[src/rtl/fixfloat_pkg.sv]
// Shared constants for the fixed-point <-> IEEE-754 single conversion pipeline.
package fixfloat_pkg;

    localparam int FP_BIAS  = 127;
    localparam int FP_EXP_W = 8;
    localparam int FP_MAN_W = 23;
    localparam logic [31:0] FP_QNAN = 32'h7FC0_0000;

    localparam int FLG_INV  = 3;
    localparam int FLG_OVF  = 2;
    localparam int FLG_INX  = 1;
    localparam int FLG_ZERO = 0;

    typedef enum logic {
        OP_FIX2FLT = 1'b0,
        OP_FLT2FIX = 1'b1
    } op_e;

endpackage

[src/rtl/fixed_float_convert_pipe_lzd.sv]
// Combinational leading-one detector: index of the highest set bit of a.
module lzd #(
    parameter int W = 32
) (
    input  logic [W-1:0]         a,
    output logic [$clog2(W)-1:0] idx,
    output logic                 all_zero
);

    localparam int IW = $clog2(W);

    always_comb begin
        idx = '0;
        for (int unsigned i = 0; i < W; i++) begin
            if (a[i]) idx = IW'(i);
        end
    end

    assign all_zero = ~|a;

endmodule

[src/rtl/fixed_float_convert_pipe.sv]
// Three-stage handshaked converter between signed fixed point and IEEE-754 single,
// with RNE rounding, saturation, status flags and a pass-through tag.
module fixed_float_convert_pipe
    import fixfloat_pkg::*;
#(
    parameter int FIX_W = 32,
    parameter int POS_W = 5,
    parameter int TAG_W = 4
) (
    input  logic             clk,
    input  logic             rst,
    input  logic             in_valid,
    output logic             in_ready,
    input  logic             opcode,
    input  logic [31:0]      targetnumber,
    input  logic [POS_W-1:0] fixpointpos,
    input  logic [TAG_W-1:0] in_tag,
    output logic             out_valid,
    input  logic             out_ready,
    output logic [31:0]      result,
    output logic [TAG_W-1:0] out_tag,
    output logic [3:0]       flags
);

    logic adv;
    assign adv      = !out_valid || out_ready;
    assign in_ready = adv;

    // ---------------- S1: decode, magnitude, leading-one detect ----------------
    logic [FIX_W-1:0] fx, fmag;
    logic [POS_W-1:0] lead;
    logic             allz;
    logic             bad_pos;

    assign fx      = targetnumber[FIX_W-1:0];
    assign fmag    = fx[FIX_W-1] ? -fx : fx;
    assign bad_pos = int'(fixpointpos) >= FIX_W;

    lzd #(.W(FIX_W)) u_lzd (
        .a        (fmag),
        .idx      (lead),
        .all_zero (allz)
    );

    logic                s1_valid;
    op_e                 s1_op;
    logic                s1_sign, s1_bad, s1_allz;
    logic [FIX_W-1:0]    s1_mag;
    logic [POS_W-1:0]    s1_lead, s1_fp;
    logic [FP_EXP_W-1:0] s1_fe;
    logic [FP_MAN_W-1:0] s1_ff;
    logic [TAG_W-1:0]    s1_tag;

    always_ff @(posedge clk or negedge rst) begin
        if (!rst) begin
            s1_valid <= 1'b0;
            s1_op    <= OP_FIX2FLT;
            s1_sign  <= 1'b0;
            s1_bad   <= 1'b0;
            s1_allz  <= 1'b0;
            s1_mag   <= '0;
            s1_lead  <= '0;
            s1_fp    <= '0;
            s1_fe    <= '0;
            s1_ff    <= '0;
            s1_tag   <= '0;
        end else if (adv) begin
            s1_valid <= in_valid;
            s1_op    <= op_e'(opcode);
            s1_sign  <= (op_e'(opcode) == OP_FLT2FIX) ? targetnumber[31] : fx[FIX_W-1];
            s1_bad   <= bad_pos;
            s1_allz  <= allz;
            s1_mag   <= fmag;
            s1_lead  <= lead;
            s1_fp    <= fixpointpos;
            s1_fe    <= targetnumber[30:23];
            s1_ff    <= targetnumber[22:0];
            s1_tag   <= in_tag;
        end
    end

    // ---------------- S2: barrel shift and normalise ----------------
    // Fixed path left-aligns |X| in 32 bits so the leading one lands on bit 31.
    // Float path places 1.F with its integer bit at q[32]; after the shift
    // q[63:32] is the truncated integer and q[31:0] the discarded fraction.
    logic [31:0]        m32, n32;
    logic [4:0]         nsh;
    logic [7:0]         fexp;
    logic signed [9:0]  e;
    logic [63:0]        q0, q;

    assign m32  = 32'(s1_mag) << (32 - FIX_W);
    assign nsh  = 5'(FIX_W - 1) - 5'(s1_lead);
    assign n32  = m32 << nsh;
    assign fexp = 8'(FP_BIAS) + 8'(s1_lead) - 8'(s1_fp);
    assign e    = $signed(10'(s1_fe)) - $signed(10'(FP_BIAS)) + $signed(10'(s1_fp));
    assign q0   = {31'b0, 1'b1, s1_ff, 9'b0};
    assign q    = q0 << e[4:0];

    logic             s2_valid;
    op_e              s2_op;
    logic             s2_sign, s2_bad, s2_allz;
    logic [7:0]       s2_exp;
    logic [31:0]      s2_bits;
    logic             s2_sticky;
    logic             s2_nan, s2_inf, s2_den, s2_fnz, s2_big, s2_neg, s2_min;
    logic [TAG_W-1:0] s2_tag;

    always_ff @(posedge clk or negedge rst) begin
        if (!rst) begin
            s2_valid  <= 1'b0;
            s2_op     <= OP_FIX2FLT;
            s2_sign   <= 1'b0;
            s2_bad    <= 1'b0;
            s2_allz   <= 1'b0;
            s2_exp    <= '0;
            s2_bits   <= '0;
            s2_sticky <= 1'b0;
            s2_nan    <= 1'b0;
            s2_inf    <= 1'b0;
            s2_den    <= 1'b0;
            s2_fnz    <= 1'b0;
            s2_big    <= 1'b0;
            s2_neg    <= 1'b0;
            s2_min    <= 1'b0;
            s2_tag    <= '0;
        end else if (adv) begin
            s2_valid  <= s1_valid;
            s2_op     <= s1_op;
            s2_sign   <= s1_sign;
            s2_bad    <= s1_bad;
            s2_allz   <= s1_allz;
            s2_exp    <= fexp;
            s2_bits   <= (s1_op == OP_FIX2FLT) ? n32 : q[63:32];
            s2_sticky <= |q[31:0];
            s2_nan    <= (s1_fe == 8'hFF) && (s1_ff != '0);
            s2_inf    <= (s1_fe == 8'hFF) && (s1_ff == '0);
            s2_den    <= (s1_fe == 8'h00);
            s2_fnz    <= (s1_ff != '0);
            s2_big    <= e >= $signed(10'(FIX_W - 1));
            s2_neg    <= e < $signed(10'd0);
            s2_min    <= s1_sign && (e == $signed(10'(FIX_W - 1))) && (s1_ff == '0);
            s2_tag    <= s1_tag;
        end
    end

    // ---------------- S3: round, saturate, pack ----------------
    function automatic logic [31:0] sext(input logic [FIX_W-1:0] v);
        return 32'($signed(v));
    endfunction

    logic [FIX_W-1:0]    smax, smin, ival;
    logic [FP_MAN_W-1:0] frac;
    logic                rg, rs, rup;
    logic [FP_MAN_W:0]   rsum;
    logic [7:0]          rexp;
    logic [31:0]         res_d;
    logic [3:0]          flg_d;

    assign smax = {1'b0, {(FIX_W-1){1'b1}}};
    assign smin = {1'b1, {(FIX_W-1){1'b0}}};
    assign ival = s2_bits[FIX_W-1:0];
    assign frac = s2_bits[30:8];
    assign rg   = s2_bits[7];
    assign rs   = |s2_bits[6:0];
    assign rup  = rg & (rs | frac[0]);
    assign rsum = {1'b0, frac} + 24'(rup);
    assign rexp = s2_exp + 8'(rsum[FP_MAN_W]);

    always_comb begin
        res_d = '0;
        flg_d = '0;
        if (s2_bad) begin
            flg_d[FLG_INV] = 1'b1;
        end else if (s2_op == OP_FIX2FLT) begin
            if (s2_allz) begin
                flg_d[FLG_ZERO] = 1'b1;
            end else begin
                res_d          = {s2_sign, rexp, rsum[FP_MAN_W-1:0]};
                flg_d[FLG_INX] = rg | rs;
            end
        end else if (s2_nan) begin
            flg_d[FLG_INV] = 1'b1;
        end else if (s2_inf) begin
            res_d          = sext(s2_sign ? smin : smax);
            flg_d[FLG_OVF] = 1'b1;
        end else if (s2_den) begin
            flg_d[FLG_ZERO] = 1'b1;
            flg_d[FLG_INX]  = s2_fnz;
        end else if (s2_neg) begin
            flg_d[FLG_ZERO] = 1'b1;
            flg_d[FLG_INX]  = 1'b1;
        end else if (s2_min) begin
            // -2^(FIX_W-1) is exactly representable, so it is not an overflow
            res_d = sext(smin);
        end else if (s2_big) begin
            res_d          = sext(s2_sign ? smin : smax);
            flg_d[FLG_OVF] = 1'b1;
        end else begin
            res_d           = sext(s2_sign ? -ival : ival);
            flg_d[FLG_INX]  = s2_sticky;
            flg_d[FLG_ZERO] = (ival == '0);
        end
    end

    always_ff @(posedge clk or negedge rst) begin
        if (!rst) begin
            out_valid <= 1'b0;
            result    <= '0;
            out_tag   <= '0;
            flags     <= '0;
        end else if (adv) begin
            out_valid <= s2_valid;
            if (s2_valid) begin
                result  <= res_d;
                out_tag <= s2_tag;
                flags   <= flg_d;
            end
        end
    end

endmodule
[config.mk]
export PLATFORM = sky130hd
export DESIGN_NAME = fixed_float_convert_pipe
export DESIGN_NICKNAME = d
export VERILOG_FILES = /design/src/rtl/fixfloat_pkg.sv /design/src/rtl/fixed_float_convert_pipe_lzd.sv /design/src/rtl/fixed_float_convert_pipe.sv
export SDC_FILE = /design/constraint.sdc
export NUM_CORES = 1
export LEC_CHECK = 0
export CORE_MARGIN = 2
export CORE_UTILIZATION = 55
export DETAILED_ROUTE_END_ITERATION = 8
export GPL_ROUTABILITY_DRIVEN = 0
export PLACE_DENSITY_LB_ADDON = 0.1
export SYNTH_ARGS = -nofsm -noshare
export SYNTH_HDL_FRONTEND = slang
export SYNTH_SLANG_ARGS = --single-unit
[constraint.sdc]
create_clock -name clk -period 3.9 [get_ports clk]
set_input_delay 0.78 -clock clk [delete_from_list [all_inputs] [get_ports clk]]
set_output_delay 0.78 -clock clk [all_outputs]
set_load 0.02 [all_outputs]
==> run_results.csv <==
group,metric,value,unit
logic_synthesis,synthArstFlopShare,100,%
logic_synthesis,netlist_area,0.0138,mm2
power_and_ir_drop,pwr-share-seq,25.7,%
global_route,first_global_vias,11900,
global_route,use_met2,48.4,%
power_and_ir_drop,max-vdd-ir-drop,0.000405,V
placement,place_inst,2054,
logic_synthesis,syn_inst,1711,
cts,cts_tree,"done",
layout,fill_cells,2267,
timing,finalCritPeriodShare,94.5,%
logic_synthesis,synthTopCellsByCount,"321 x nand2_1, 177 x dfrtp_1, 141 x nor2_1",
logic_synthesis,synth_edf_count,0,
placement,pre_cts_ws,0.0259,ns
logic_synthesis,synthFlopType,"dfrtp_1",
timing,slew_viol_final,0,
cts,numCtsBuffers,17,
power_and_ir_drop,power.density,825,mW/mm2
timing,rsz0062_at_grt,"no",
placement,io_buffers,87,
logic_synthesis,synth_most_common_cell,"nand2_1",
power_and_ir_drop,intPower,6670,uW
floorplan,die_h,163,um
logic_synthesis,ys_warn_count,0,
hold_path,hp-class,"input port to async pin",
routing,firstDrtPassIters,6,
layout,final_net_count,1809,
routing,via_count,12900,
placement,dp_hpwl,29400,um
logic_synthesis,yosys-top-cells-area,"dfrtp_1 32%, nand2_1 8.7%, mux4_2 6.3%",
cts,root_buffer,"clkbuf_16",
layout,layout-drive-gt1-share,12.0,%
layout,layoutNonFillerInstCount,2086,
critical_path,r2r_start,"s1_fe[0]",
logic_synthesis,netlist-cell-type-count,89,
critical_path,cp.required,4.22,ns
logic_synthesis,syn-num-nets,1777,
critical_path,ff2ff_path_depth,12,
critical_path,crit_fanout,33,
floorplan,die_area,0.0265,mm2
timing,whs,0.333,ns
flow_run,maxCapViolations,0,
cts,cts_hold_buf,0,
critical_path,worstSetupEndpointType,"flip-flop",
global_route,grt_first_pass_wirelength,63900,um
global_route,grt_antenna_before_repair,0,
timing,worst_pin_slew,1.22,ns
floorplan,die_w,163,um
critical_path,arrival,4.00,ns
power_and_ir_drop,leakagePower,0.00656,uW
floorplan,row_count,58,
critical_path,start_kind,"flip-flop",
logic_synthesis,synth_top_area_share,32.0,%
critical_path,reg2reg_to,"s2_sticky",
run_status,status,"finished clean",
routing,remaining_drc_errors,0,
logic_synthesis,synth-seq-cells,177,
cts,post_cts_resized,0,
timing,relSlewSlack,18.3,%
global_route,use_met1,40.7,%
timing,fin_crit,3.68,ns
logic_synthesis,avgSynthCellArea,8.09,um2
floorplan,core_area,0.0250,mm2
cts,cts.sinks,177,
critical_path,worstSetupPathType,"flip-flop to flip-flop",
routing,wl_per_cell,18.8,um
critical_path,startpoint,"s1_fe[0]",
global_route,busiest_layer,"met2",
power_and_ir_drop,swShare,48.8,%
timing,finalWorstSetupSlack,0.216,ns
timing,hold_violations,0,
routing,ant_nets,0,
global_route,grt_util_met3,3.62,%
cts,clock_latency,0.45,ns
cts,post_cts_buffers,0,
critical_path,reg2reg_slack,0.22,ns
layout,diodes,0,
layout,area_growth,14.0,%
global_route,grt_use_total,30.2,%
global_route,grt_start_max_net_pins,77,
power_and_ir_drop,switchingPower,6350,uW
timing,setup_violations,0,
logic_synthesis,yosysSeqAreaShare,32.0,%
cts,clk_pin_slew,0.08,ns
power_and_ir_drop,clockPowerShare,13.5,%
power_and_ir_drop,p_comb_share,60.9,%
routing,initialDrtViolationCount,1109,
timing,tns,0,ns
global_route,grt_overflow,0,
floorplan,ioPinCount,88,
timing,max_freq,0.271,GHz
cts,cts_buffer_depth,2,
routing,routed_wl,39100,um
floorplan,start_util,55.5,%
routing,vias_per_cell,6.20,
timing,clock_skew,0.0198,ns
logic_synthesis,synth_top_area_cell,"dfrtp_1",
cts,htree_levels,4,
==> power groups by stage <==
stage	Sequential [uW]	Combinational, uW	Clock, uW
after detailed placement	3360	7710	0
after floorplan	3140	5570	0
final	3340	7920	1750
after global placement	3330	7620	0
after global routing	3460	8620	1850
after CTS	3330	7750	1770
==> cells in the final DEF (no fill, tap or decap), drive strengths merged, types with 7 or more instances in the layout <==
cell type and instances:
nand2 321, dfrtp 177, nor2 141, a21oi 140
o21ai 124, clkdlybuf4s50 85, buf 75, xor2 50
mux2i 46, nand3 46, xnor2 43, mux4 39
inv 38, nor3 33, a31oi 25, mux2 23
o31ai 21, nand2b 19, nor4 19, ha 18
and3 17, clkbuf 17, o21a 15, a211oi 14
o41ai 12, a21o 11, nand4 11, or2 11
nor2b 11, or3 9, or4 9, and2 8
nand3b 7, a2111oi 7, o211ai 7, o221ai 7
clkinv 7
==> worst max-delay path, stage by stage (launching register included) <==
cell and delay [ns]:
dfrtp_1 0.39, inv_1 0.10, ha_1 0.34, inv_1 0.07, fa_1 0.55, buf_12 0.21, mux2_2 0.38, mux2_2 0.28
mux4_2 0.51, nor2_1 0.13, and3b_1 0.16, nand4_1 0.09, a221o_1 0.30
==> metrics by stage <==
stage	util, %	area (um2)	total power, uW
after detailed placement	60.8	15200	11100
after global routing	63.2	15800	13900
after global placement	60.8	15200	11000
after CTS	63.2	15800	12900
final	63.2	15800	13000
after floorplan	-	13800	8710
==> kinds of logic (layout without fill, tap and decap cells) <==
logic type	after synthesis	after routing	synth area share, %
AOI/OAI and AO/OA	457	457	20.9
xor gates and xnor gates	93	93	5.99
adders and majority gates	21	21	1.99
buffers and inverters	178	223	5.05
DFF	177	177	32.0
muxes	108	108	11.6
and+or+nand+nor	677	677	22.5
==> per-layer routing <==
| layer | share of wire, % | up-vias |
|---|---|---|
| met5 | 0 | - |
| li1 | - | 6210 |
| met2 | 46 | 546 |
| met3 | 5.4 | 128 |
| met4 | 5.2 | 0 |
| met1 | 43 | 6046 |
==> state kept, by name, indices dropped and copies added, names as in the netlist, 5 cells and up <==
name / cells
ival: 32
m32: 32
result: 32
s1_ff: 22
s1_fe: 8
s1_fp: 5
s1_lead: 5
s2_exp: 8
==> how the worst max path moves through the flow <==
stage / to / slack (ns) / depth (start not counted)
after detailed placement: s1_lead[4] / 0.03 / 9
after global routing: s2_sticky / 0.08 / 12
after floorplan: s2_sticky / 0.18 / 14
after CTS: s2_sticky / 0.26 / 12
after global placement: s1_lead[4] / 0.1 / 9
final: s2_sticky / 0.22 / 12
==> cell type report <==
type / count / area (um2) / share of cell area [%]
sequential: 177 / 4430 / 28.1
tap: 330 / 413 / 2.62
multi-input combinational: 1356 / 8760 / 55.5
clock inverter: 15 / 185 / 1.17
inverter: 31 / 119 / 0.753
timing repair buffer: 160 / 1450 / 9.20
clock buffer: 17 / 425 / 2.70
(Power assumes the default switching activity.)
